**config.mk**
```make
export PLATFORM = sky130hd
export DESIGN_NAME = board_memory_arbiter
export DESIGN_NICKNAME = d
export VERILOG_FILES = /design/src/rtl/board_pkg.sv /design/src/rtl/rr_arbiter.sv /design/src/rtl/board_memory_arbiter.sv
export SDC_FILE = /design/constraint.sdc
export NUM_CORES = 1
export LEC_CHECK = 0
export ABC_AREA = 1
export ABC_CLOCK_PERIOD_IN_PS = 5600
export BUFFER_PORTS_ARGS = -buffer_cell sky130_fd_sc_hd__buf_2
export CAP_MARGIN = 20
export CORE_MARGIN = 2
export CORE_UTILIZATION = 55
export DETAILED_ROUTE_END_ITERATION = 8
export GPL_ROUTABILITY_DRIVEN = 0
export GPL_TIMING_DRIVEN = 0
export PLACE_DENSITY = 0.76
export SLEW_MARGIN = 25
export SYNTH_ARGS = -nofsm -noshare
export SYNTH_HDL_FRONTEND = slang
export SYNTH_SLANG_ARGS = --single-unit
```
**constraint.sdc**
```tcl
create_clock -name clk -period 5.6 [get_ports clk]
set_input_delay 0.56 -clock clk [delete_from_list [all_inputs] [get_ports clk]]
set_output_delay 0.56 -clock clk [all_outputs]
set_load 0.1 [all_outputs]
```
**src/rtl/board_pkg.sv**
```systemverilog
// Shared definitions for the board store: piece codes, manage commands,
// FSM encodings, coordinate payload and the chess start position.
package board_pkg;

    localparam int unsigned CODE_W  = 4;
    localparam int unsigned COORD_W = 4;

    localparam logic [CODE_W-1:0] EMPTY    = 4'd0;
    localparam logic [CODE_W-1:0] B_PAWN   = 4'd1;
    localparam logic [CODE_W-1:0] B_KNIGHT = 4'd2;
    localparam logic [CODE_W-1:0] B_BISHOP = 4'd3;
    localparam logic [CODE_W-1:0] B_ROOK   = 4'd4;
    localparam logic [CODE_W-1:0] B_QUEEN  = 4'd5;
    localparam logic [CODE_W-1:0] B_KING   = 4'd6;
    localparam logic [CODE_W-1:0] W_PAWN   = 4'd7;
    localparam logic [CODE_W-1:0] W_KNIGHT = 4'd8;
    localparam logic [CODE_W-1:0] W_BISHOP = 4'd9;
    localparam logic [CODE_W-1:0] W_ROOK   = 4'd10;
    localparam logic [CODE_W-1:0] W_QUEEN  = 4'd11;
    localparam logic [CODE_W-1:0] W_KING   = 4'd12;

    typedef enum logic [1:0] {
        CMD_NONE  = 2'b00,
        CMD_LOAD  = 2'b01,
        CMD_CLEAR = 2'b10,
        CMD_RSVD  = 2'b11
    } cmd_e;

    typedef enum logic {ST_SWEEP, ST_SERVE} state_e;
    typedef enum logic {MODE_LOAD, MODE_CLEAR} mode_e;

    typedef struct packed {
        logic [COORD_W-1:0] x;
        logic [COORD_W-1:0] y;
    } coord_t;

    // Start position of an 8x8 board; ranks 0/1 black, ranks 6/7 white.
    function automatic logic [CODE_W-1:0] start_piece(input logic [COORD_W-1:0] x,
                                                     input logic [COORD_W-1:0] y);
        logic [CODE_W-1:0] black_back;
        logic [CODE_W-1:0] white_back;
        logic [CODE_W-1:0] code;
        case (x)
            4'd0, 4'd7: begin black_back = B_ROOK;   white_back = W_ROOK;   end
            4'd1, 4'd6: begin black_back = B_KNIGHT; white_back = W_KNIGHT; end
            4'd2, 4'd5: begin black_back = B_BISHOP; white_back = W_BISHOP; end
            4'd3:       begin black_back = B_QUEEN;  white_back = W_QUEEN;  end
            4'd4:       begin black_back = B_KING;   white_back = W_KING;   end
            default:    begin black_back = EMPTY;    white_back = EMPTY;    end
        endcase
        case (y)
            4'd0:    code = black_back;
            4'd1:    code = B_PAWN;
            4'd6:    code = W_PAWN;
            4'd7:    code = white_back;
            default: code = EMPTY;
        endcase
        return code;
    endfunction

endpackage

```
**src/rtl/rr_arbiter.sv**
```systemverilog
// Round-robin arbiter: grants the lowest requester above the last grant,
// wrapping; the pointer only moves when the grant is consumed (advance).
module rr_arbiter #(
    parameter int unsigned N = 3
) (
    input  logic         clk,
    input  logic         reset,
    input  logic [N-1:0] req,
    input  logic         advance,
    output logic [N-1:0] grant_c
);

    localparam int unsigned PTR_W = (N > 1) ? $clog2(N) : 1;

    logic [PTR_W-1:0] last_q, last_d;
    logic [PTR_W-1:0] sel_c;
    logic             hit_c;

    always_comb begin
        grant_c = '0;
        sel_c   = '0;
        hit_c   = 1'b0;
        // Requesters above the pointer first, then wrap to the bottom.
        for (int unsigned j = 0; j < N; j++) begin
            if (!hit_c && req[j] && (j > 32'(last_q))) begin
                hit_c      = 1'b1;
                grant_c[j] = 1'b1;
                sel_c      = PTR_W'(j);
            end
        end
        for (int unsigned j = 0; j < N; j++) begin
            if (!hit_c && req[j]) begin
                hit_c      = 1'b1;
                grant_c[j] = 1'b1;
                sel_c      = PTR_W'(j);
            end
        end
        last_d = (advance && hit_c) ? sel_c : last_q;
    end

    always_ff @(posedge clk) begin
        if (reset) last_q <= PTR_W'(N - 1);
        else       last_q <= last_d;
    end

endmodule

```
**src/rtl/board_memory_arbiter.sv**
```systemverilog
// Board store: single-port piece RAM shared by N_RD round-robin readers and one
// priority writer, with built-in sweeps that load the start position or clear.
module board_memory_arbiter
    import board_pkg::*;
#(
    parameter int unsigned BOARD_W = 8,
    parameter int unsigned BOARD_H = 8,
    parameter int unsigned PIECE_W = 4,
    parameter int unsigned N_RD    = 3
) (
    input  logic                    clk,
    input  logic                    reset,
    input  logic [N_RD-1:0]         rd_req,
    input  logic [4*N_RD-1:0]       rd_x,
    input  logic [4*N_RD-1:0]       rd_y,
    output logic [N_RD-1:0]         rd_grant,
    output logic [N_RD-1:0]         rd_valid,
    output logic [PIECE_W*N_RD-1:0] rd_data,
    input  logic                    wr_req,
    input  logic [3:0]              wr_x,
    input  logic [3:0]              wr_y,
    input  logic [PIECE_W-1:0]      wr_data,
    output logic                    wr_ack,
    output logic                    wr_err,
    input  logic [1:0]              cmd,
    input  logic                    cmd_valid,
    output logic                    busy
);

    localparam int unsigned DEPTH  = BOARD_W * BOARD_H;
    localparam int unsigned ADDR_W = (DEPTH > 1) ? $clog2(DEPTH) : 1;
    localparam bit          IS_8X8 = (BOARD_W == 8) && (BOARD_H == 8);

    state_e                    state_q, state_d;
    mode_e                     mode_q, mode_d;
    coord_t                    sweep_q, sweep_d;
    logic                      busy_q, busy_d;
    logic                      wr_ack_q, wr_ack_d;
    logic                      wr_err_q, wr_err_d;
    logic [N_RD-1:0]           rd_grant_q, rd_grant_d;
    logic [N_RD-1:0]           rd_valid_q, rd_valid_d;
    logic [PIECE_W*N_RD-1:0]   rd_data_q, rd_data_d;
    logic                      rd_oor_q, rd_oor_d;

    logic [N_RD-1:0]           grant_c;
    logic                      rr_advance;
    coord_t                    rd_sel;
    coord_t                    wr_sel;
    logic                      ram_we, ram_re;
    logic [ADDR_W-1:0]         ram_addr;
    logic [PIECE_W-1:0]        ram_wdata;
    logic [PIECE_W-1:0]        mem_rd_data;
    logic [PIECE_W-1:0]        mem [DEPTH];

    function automatic logic in_range(input coord_t c);
        return (32'(c.x) < BOARD_W) && (32'(c.y) < BOARD_H);
    endfunction

    function automatic logic [ADDR_W-1:0] addr_of(input coord_t c);
        logic [8:0] lin;
        lin = 9'(c.y) * 9'(BOARD_W) + 9'(c.x);
        return ADDR_W'(lin);
    endfunction

    rr_arbiter #(.N(N_RD)) u_rr (
        .clk     (clk),
        .reset   (reset),
        .req     (rd_req),
        .advance (rr_advance),
        .grant_c (grant_c)
    );

    // Coordinates of whichever client the arbiter is offering this cycle.
    always_comb begin
        rd_sel   = '0;
        wr_sel.x = wr_x;
        wr_sel.y = wr_y;
        for (int unsigned i = 0; i < N_RD; i++) begin
            if (grant_c[i]) begin
                rd_sel.x = rd_x[4*i +: 4];
                rd_sel.y = rd_y[4*i +: 4];
            end
        end
    end

    always_comb begin
        state_d    = state_q;
        mode_d     = mode_q;
        sweep_d    = sweep_q;
        busy_d     = busy_q;
        wr_ack_d   = 1'b0;
        wr_err_d   = 1'b0;
        rd_grant_d = '0;
        rd_valid_d = rd_grant_q;
        rd_oor_d   = 1'b0;
        rd_data_d  = rd_data_q;
        ram_we     = 1'b0;
        ram_re     = 1'b0;
        ram_addr   = '0;
        ram_wdata  = '0;
        rr_advance = 1'b0;

        // Read data returns one cycle after the grant; other slices hold.
        for (int unsigned i = 0; i < N_RD; i++) begin
            if (rd_grant_q[i]) rd_data_d[PIECE_W*i +: PIECE_W] = rd_oor_q ? '0 : mem_rd_data;
        end

        case (state_q)
            ST_SWEEP: begin
                ram_we    = 1'b1;
                ram_addr  = addr_of(sweep_q);
                ram_wdata = (mode_q == MODE_LOAD && IS_8X8) ?
                            PIECE_W'(start_piece(sweep_q.x, sweep_q.y)) : '0;
                if (sweep_q.x == COORD_W'(BOARD_W - 1)) begin
                    sweep_d.x = '0;
                    if (sweep_q.y == COORD_W'(BOARD_H - 1)) begin
                        sweep_d.y = '0;
                        state_d   = ST_SERVE;
                        busy_d    = 1'b0;
                    end else begin
                        sweep_d.y = sweep_q.y + 4'd1;
                    end
                end else begin
                    sweep_d.x = sweep_q.x + 4'd1;
                end
            end
            ST_SERVE: begin
                if (cmd_valid && (cmd == CMD_LOAD || cmd == CMD_CLEAR)) begin
                    state_d = ST_SWEEP;
                    mode_d  = (cmd == CMD_LOAD) ? MODE_LOAD : MODE_CLEAR;
                    sweep_d = '0;
                    busy_d  = 1'b1;
                end else if (wr_req) begin
                    wr_ack_d = 1'b1;
                    if (in_range(wr_sel)) begin
                        ram_we    = 1'b1;
                        ram_addr  = addr_of(wr_sel);
                        ram_wdata = wr_data;
                    end else begin
                        wr_err_d = 1'b1;
                    end
                end else if (|rd_req) begin
                    rr_advance = 1'b1;
                    rd_grant_d = grant_c;
                    rd_oor_d   = !in_range(rd_sel);
                    ram_re     = in_range(rd_sel);
                    ram_addr   = addr_of(rd_sel);
                end
            end
            default: state_d = ST_SWEEP;
        endcase
    end

    always_ff @(posedge clk) begin
        if (reset) begin
            state_q    <= ST_SWEEP;
            mode_q     <= MODE_LOAD;
            sweep_q    <= '0;
            busy_q     <= 1'b1;
            wr_ack_q   <= 1'b0;
            wr_err_q   <= 1'b0;
            rd_grant_q <= '0;
            rd_valid_q <= '0;
            rd_data_q  <= '0;
            rd_oor_q   <= 1'b0;
        end else begin
            state_q    <= state_d;
            mode_q     <= mode_d;
            sweep_q    <= sweep_d;
            busy_q     <= busy_d;
            wr_ack_q   <= wr_ack_d;
            wr_err_q   <= wr_err_d;
            rd_grant_q <= rd_grant_d;
            rd_valid_q <= rd_valid_d;
            rd_data_q  <= rd_data_d;
            rd_oor_q   <= rd_oor_d;
        end
    end

    // Single-port synchronous RAM; at most one of write/read per cycle.
    always_ff @(posedge clk) begin
        if (ram_we)      mem[ram_addr] <= ram_wdata;
        else if (ram_re) mem_rd_data   <= mem[ram_addr];
    end

    assign rd_grant = rd_grant_q;
    assign rd_valid = rd_valid_q;
    assign rd_data  = rd_data_q;
    assign wr_ack   = wr_ack_q;
    assign wr_err   = wr_err_q;
    assign busy     = busy_q;

endmodule

```
# After elaboration in Yosys (flattened, before gate mapping)
# Memory sizes are Yosys's and may differ from the RTL's. A register that Yosys moved wholly into a read port is not among the register bits.
# Cells that the tools add are included.
dict set report classes {
  reduce_logical 25
  add_sub_neg 5
  magnitude_cmp 6
  n_mux 62
  n_eq_ne 9
  bitwise 4
}
# operator n
set op_table {}
lappend op_table {{2-to-1 mux 8 bit} 5}
lappend op_table {{2-to-1 mux 1 bit} 32}
lappend op_table {{2-to-1 mux 4 bit} 8}
lappend op_table {{2-to-1 mux 6 bit} 4}
lappend op_table {{adder 6 x 4 -> 6 bit} 3}
lappend op_table {{< comparator 4 bit (second input constant)} 4}
lappend op_table {{one-hot mux 4 bit (4 select lines)} 1}
lappend op_table {{one-hot mux 8 bit (2 select lines)} 1}
lappend op_table {{== test 4 x 3 -> 1 bit (second input constant)} 3}
lappend op_table {{one-hot mux 6 bit (2 select lines)} 1}
lappend op_table {{logical AND 1 bit} 10}
lappend op_table {{adder 4 x 1 -> 4 bit (second input constant)} 2}
lappend op_table {{2-to-1 mux 2 bit} 4}
lappend op_table {{one-hot mux 4 bit (2 select lines)} 1}
lappend op_table {{2-to-1 mux 3 bit} 2}
lappend op_table {{one-hot mux 1 bit (2 select lines)} 3}
lappend op_table {{AND reduction 2 bit} 3}
lappend op_table {{OR reduction 3 bit} 2}
lappend op_table {{logical NOT 1 bit} 5}
lappend op_table {{OR reduction 5 bit} 1}
lappend op_table {{== test 4 x 1 -> 1 bit (second input constant)} 1}
lappend op_table {{logical NOT 4 bit} 1}
lappend op_table {{inequality test 2 bit (second input constant)} 2}
lappend op_table {{inverter 1 bit} 4}
lappend op_table {{8 further kinds} 8}
dict set report word_totals {
  ram_bits 256
  register_bits 34
  mem_count 2
  mem_bits_ro 48
  out_inout_bits 21
}
# memory words word_bits read_ports rd_ports_with_merged_regs write_ports line_no
set memory_table {}
lappend memory_table {mem 64 4 1 1 1 board_memory_arbiter.sv:53} ;# logic [PIECE_W-1:0] mem [DEPTH];
lappend memory_table {{(no name shown)} 8 6 1 1 0 board_pkg.sv:43} ;# case (x)

# Depth between registers and ports, before layout
dict set report depth {
  depth_word 24
  depth_mapped 21
  mapped_depth_nobuf 20
}

# Hierarchy
# A second synthesis with hierarchy kept.
dict set report unflattened {
  hier_cells 1448
  hier_area_um2 13661.9
}
# mod seq_area_each_um2 n_inst cells_each area_per_inst_um2
set modules_own_cells {}
lappend modules_own_cells {board_memory_arbiter 8548.2 1 1421 13496.7}
lappend modules_own_cells {rr_arbiter 40.0 1 27 165.2}

# Least setup slack after synthesis
# OpenSTA, ideal clock, no wires.
dict set report synth_path {
  kind {register to register}
  startpoint {reg sweep_q[0] (netlist bit)}
  endpoint {mem mem[0][3] (data pin)}
  stages_incl_launch_ff 6
  required_time_ns 4.695
  path_buffers 0
  period_less_slack_ns 5.560
  t_arrival_ns 4.655
  setup_ns 0.905
  slack_ns 0.040
  cell_sequence {dfxtp_1 ha_1 inv_1 nor3_1 inv_1 o41ai_1}
}
dict set report synth_between {
  elab_chain_cells 4
  elab_cells_between_ends 7
}
# item line_no
set synth_rtl {}
lappend synth_rtl {{start: declaration} board_memory_arbiter.sv:36} ;# coord_t sweep_q, sweep_d;
lappend synth_rtl {{start signal: assignment} board_memory_arbiter.sv:169} ;# sweep_q <= sweep_d;
lappend synth_rtl {{== test 4 x 3 -> 1 bit (tied with other cells)} board_pkg.sv:51} ;# case (y)
lappend synth_rtl {{one-hot mux 4 bit (4 select lines) (*)} board_pkg.sv:51}
lappend synth_rtl {{2-to-1 mux 4 bit (*)} board_memory_arbiter.sv:112} ;# ram_wdata = (mode_q == MODE_LOAD && IS_8X8) ?
lappend synth_rtl {{one-hot mux 4 bit (2 select lines) (*)} board_memory_arbiter.sv:108} ;# case (state_q)
lappend synth_rtl {{net ram_wdata[3]} board_memory_arbiter.sv:51} ;# logic [PIECE_W-1:0] ram_wdata;
lappend synth_rtl {{end: declaration} board_memory_arbiter.sv:53}
# Mark *: on every way through the listed nets, which the timed path passes. The rest lies on a longest branch.

# Final worst setup path
dict set report layout_path {
  startpoint {reg u_rr.last_q[1]}
  endpoint {mem mem[10][2], enable pin}
}
dict set report layout_between {
  elab_chain_cells 22
  elab_cells_between_ends 28
}
# item line_no
set layout_rtl {}
lappend layout_rtl {{start: declaration} rr_arbiter.sv:15} ;# logic [PTR_W-1:0] last_q, last_d;
lappend layout_rtl {{start signal: assignment} rr_arbiter.sv:42} ;# if (reset) last_q <= PTR_W'(N - 1);
lappend layout_rtl {{start signal: assignment} rr_arbiter.sv:43} ;# else last_q <= last_d;
lappend layout_rtl {{greater-than comparator 1 x 2 -> 1 bit} rr_arbiter.sv:25} ;# if (!hit_c && req[j] && (j > 32'(last_q))) begin
lappend layout_rtl {{logical AND 1 bit} rr_arbiter.sv:25}
lappend layout_rtl {{2-to-1 mux 1 bit} rr_arbiter.sv:25}
lappend layout_rtl {{logical NOT 1 bit} rr_arbiter.sv:25}
lappend layout_rtl {{logical AND 1 bit (2 in a row)} rr_arbiter.sv:25}
lappend layout_rtl {{2-to-1 mux 1 bit} rr_arbiter.sv:25}
lappend layout_rtl {{logical NOT 1 bit} rr_arbiter.sv:32} ;# if (!hit_c && req[j]) begin
lappend layout_rtl {{logical AND 1 bit} rr_arbiter.sv:32}
lappend layout_rtl {{[... 5 more ...]} -}
lappend layout_rtl {{logical AND 1 bit} rr_arbiter.sv:32}
lappend layout_rtl {{2-to-1 mux 1 bit} rr_arbiter.sv:32}
lappend layout_rtl {{2-to-1 mux 8 bit (*)} board_memory_arbiter.sv:79} ;# if (grant_c[i]) begin
lappend layout_rtl {{adder 6 x 4 -> 6 bit (*)} board_memory_arbiter.sv:61} ;# lin = 9'(c.y) * 9'(BOARD_W) + 9'(c.x);
lappend layout_rtl {{2-to-1 mux 6 bit (*)} board_memory_arbiter.sv:142} ;# end else if (|rd_req) begin
lappend layout_rtl {{2-to-1 mux 6 bit (*)} board_memory_arbiter.sv:133} ;# end else if (wr_req) begin
lappend layout_rtl {{2-to-1 mux 6 bit (*)} board_memory_arbiter.sv:128} ;# if (cmd_valid && (cmd == CMD_LOAD || cmd == CMD_CLEAR)) begin
lappend layout_rtl {{one-hot mux 6 bit (2 select lines) (*)} board_memory_arbiter.sv:108}
# Mark *: on every way between the ends. The rest lies on a longest branch, timed or not.

==> results.ini <==
[outcome]
status = complete, no violations

[setup_path]
crit_arrival_ns = 3.86
path_max_fanout = 8
start_kind = register
reg2reg_from = u_rr.last_q[1]$_SDFFE_PP1P_
cp.required_ns = 5.80
crit_type = register to register
setup.worst_path.start = u_rr.last_q[1]$_SDFFE_PP1P_
endpoint_kind = register

[sta]
setup_violations = 0
rsz0062_at_grt = no
timing.slew.headroom_pct = 35.5
fmax_ghz = 0.274
tightest_slew_ns = 0.968
hold_violations = 0
period_share_pct = 65.2
fin_skew_ns = 0.0122
drv_slew = 0
fin_crit_ns = 3.65

[cts]
postCtsHoldBufs = 0
clkTransAtPathRegs_ns = 0.06
post_cts_buffers = 0
cts_sinks = 299
cts_max_level = 1
root_buffer = clkbuf_16
cts_inserted_buffers = 29
clockBufferDepth = 3
clk_latency_ns = 0.56
cts_resized = 0
cts_tree = yes

[final_layout]
fin_area_sq_mm = 0.0150
syn_to_final_growth_pct = 14.5
fillers = 1797
fin_cells = 1705
antenna_cells = 0
final_core_util_pct = 64.0
drive_gt1_share_pct = 14.6
finalNetCount = 1424

[floorplanning]
start_util_pct = 55.9
boundaryPins = 66
core_sq_mm = 0.0234
die_h_microns = 158
die_area_sq_mm = 0.0250
rows = 56
die_w_microns = 158

[drt]
dr.pass1.iters = 6
routed_wirelength_microns = 37900
drt_iter0_drc = 1759
drc_errors = 0
viasPerCell = 5.93
avgRoutedWirePerCell_microns = 22.2
via_count = 10114
ant_nets = 0

[power_and_ir_drop]
leakagePower_nw = 5.99
finalPower_mw = 5.13
power.density_mw_per_mm2 = 342
peakVddDrop_uv = 214

[yosys]
yosysMostFrequentCell = nand2_1
syn_inst = 1253
ys_top_cells_by_count = nand2_1 (312), edfxtp_1 (260), nand3_1 (247)
synthTopCellsByArea = edfxtp_1 (60%), nand3_1 (9.4%), nand2_1 (9.0%)
avgSynthCellArea_sq_um = 10.4
synth-seq-area-share_pct = 65.6
ys_types = 40
synth_flop_cell = edfxtp_1
synth_top_area_share_pct = 59.7
syn_nets = 1313
synthArstFlopShare_pct = 0
synth_edf_count = 260
ys_warn_count = 0
syn-cell-area_sq_mm = 0.0131
yosys.area.top_type = edfxtp_1
ys_seq_elements = 299

[global_route]
grt_pass1_wl_microns = 54800
overflow = 0
grt_pass1_vias = 9398
antenna_found_initial = 0
grt_max_degree = 62
grt_usage_pct = 30.2

[run]
maxCapViolCount = 0

[placement]
placed_area_sq_mm = 0.0140
io_buffers = 65
dp_hpwl_microns = 25000
place_inst = 1652

[worst_hold_path]
hp-start = cmd[0]
hold_class = input pin to register

metrics by stage:
| step | TNS [ns] | setup slack, ns | hold WS [ns] |
|---|---|---|---|
| after global routing | 0 | 1.66 | 0.349 |
| final | 0 | 1.95 | 0.327 |
| after global placement | -478.58 | -5.12 | 0.433 |
| after floorplan | 0 | 0.0400 | 0.491 |
| after CTS | 0 | 2.00 | 0.326 |
| after detailed placement | 0 | 1.77 | 0.446 |
report_power, final:
group / total [mW] / internal [mW] / switching, mW
logic: 0.610 / 0.174 / 0.436
clock network: 2.01 / 1.18 / 0.832
registers: 2.51 / 2.50 / 0.00754
total: 5.13 / 3.85 / 1.27
metal layers:
| layer | global-route usage, % | share of wire [%] |
|---|---|---|
| met3 | 5.89 | 13 |
| met5 | 0 | 0 |
| met1 | 39.9 | 37 |
| met4 | 15.0 | 5.3 |
| met2 | 48.0 | 45 |
cell type report:
cell class              count  area [sq um]  share of cell area, %
plain buffers              59           450                   3.01
clock buffers              33           741                   4.94
clock inverters            20           229                   1.53
inverters                  56           213                   1.42
multi-input cells         839          3880                   25.9
flip-flops and latches    299          8590                   57.3
well taps                 319           399                   2.66
repair buffers             80           488                   3.26
cell usage in the layout (no fill, tap or decap), drive strengths merged:
cell type,netlist,final
nand2,316,316
edfxtp,260,260
nand3,248,248
nor2,175,175
buf,53,133
inv,55,57
dfxtp,39,39
clkbuf,6,39
a21oi,30,30
o21ai,24,24
ha,15,15
clkinv,1,12
nor3,10,10
bufinv,0,5
nand4,4,4
o22ai,2,2
xor2,2,2
o211ai,2,2
a32o,2,2
clkinvlp,0,2
nor4,1,1
a21boi,1,1
o41ai,1,1
o32ai,1,1
nor3b,1,1
a31oi,1,1
o31ai,1,1
xnor2,1,1
a22oi,1,1
final timing paths:
check	endpoint	slack (ns)	cells after the start
max reg2reg	mem[10][2]$_DFFE_PP_	1.95	13
min reg2reg	busy$_SDFFE_PP1P_	0.46	2
max	mem[10][2]$_DFFE_PP_	1.95	13
min	mode_q$_SDFFE_PP0P_	0.33	3
state kept, by name, summed over array words and instances, names as in the netlist, named ones only:
name         flops
rd_grant         3
rd_data         12
mode_q           1
wr_err           1
busy             1
u_rr.last_q      2
rd_valid         3
sweep_q          8
state_q          1
mem_rd_data      4
rd_oor_q         1
wr_ack           1
mem            256
worst max-delay path, stage by stage (launching register included):
cell and delay, ns:
dfxtp_1 0.35, nor2_1 0.12, nand2_1 0.10, nand3_1 0.19
inv_2 0.10, nand2_1 0.07, nand3_1 0.13, ha_1 0.22
ha_1 0.29, a21oi_1 0.42, inv_1 0.15, nor3_1 0.47
inv_1 0.31, nor2_1 0.39
kinds of logic (layout without fill, tap and decap cells):
logic type	Yosys count	in the layout	share of synthesized area, %
fa+ha+maj	15	15	1.43
flops	299	299	65.6
simple gates	755	755	24.8
xor+xnor	3	3	0.201
compound gates	66	66	2.90
buf+inv	115	248	5.07
Note: power is estimated with default switching activity, not from simulation.
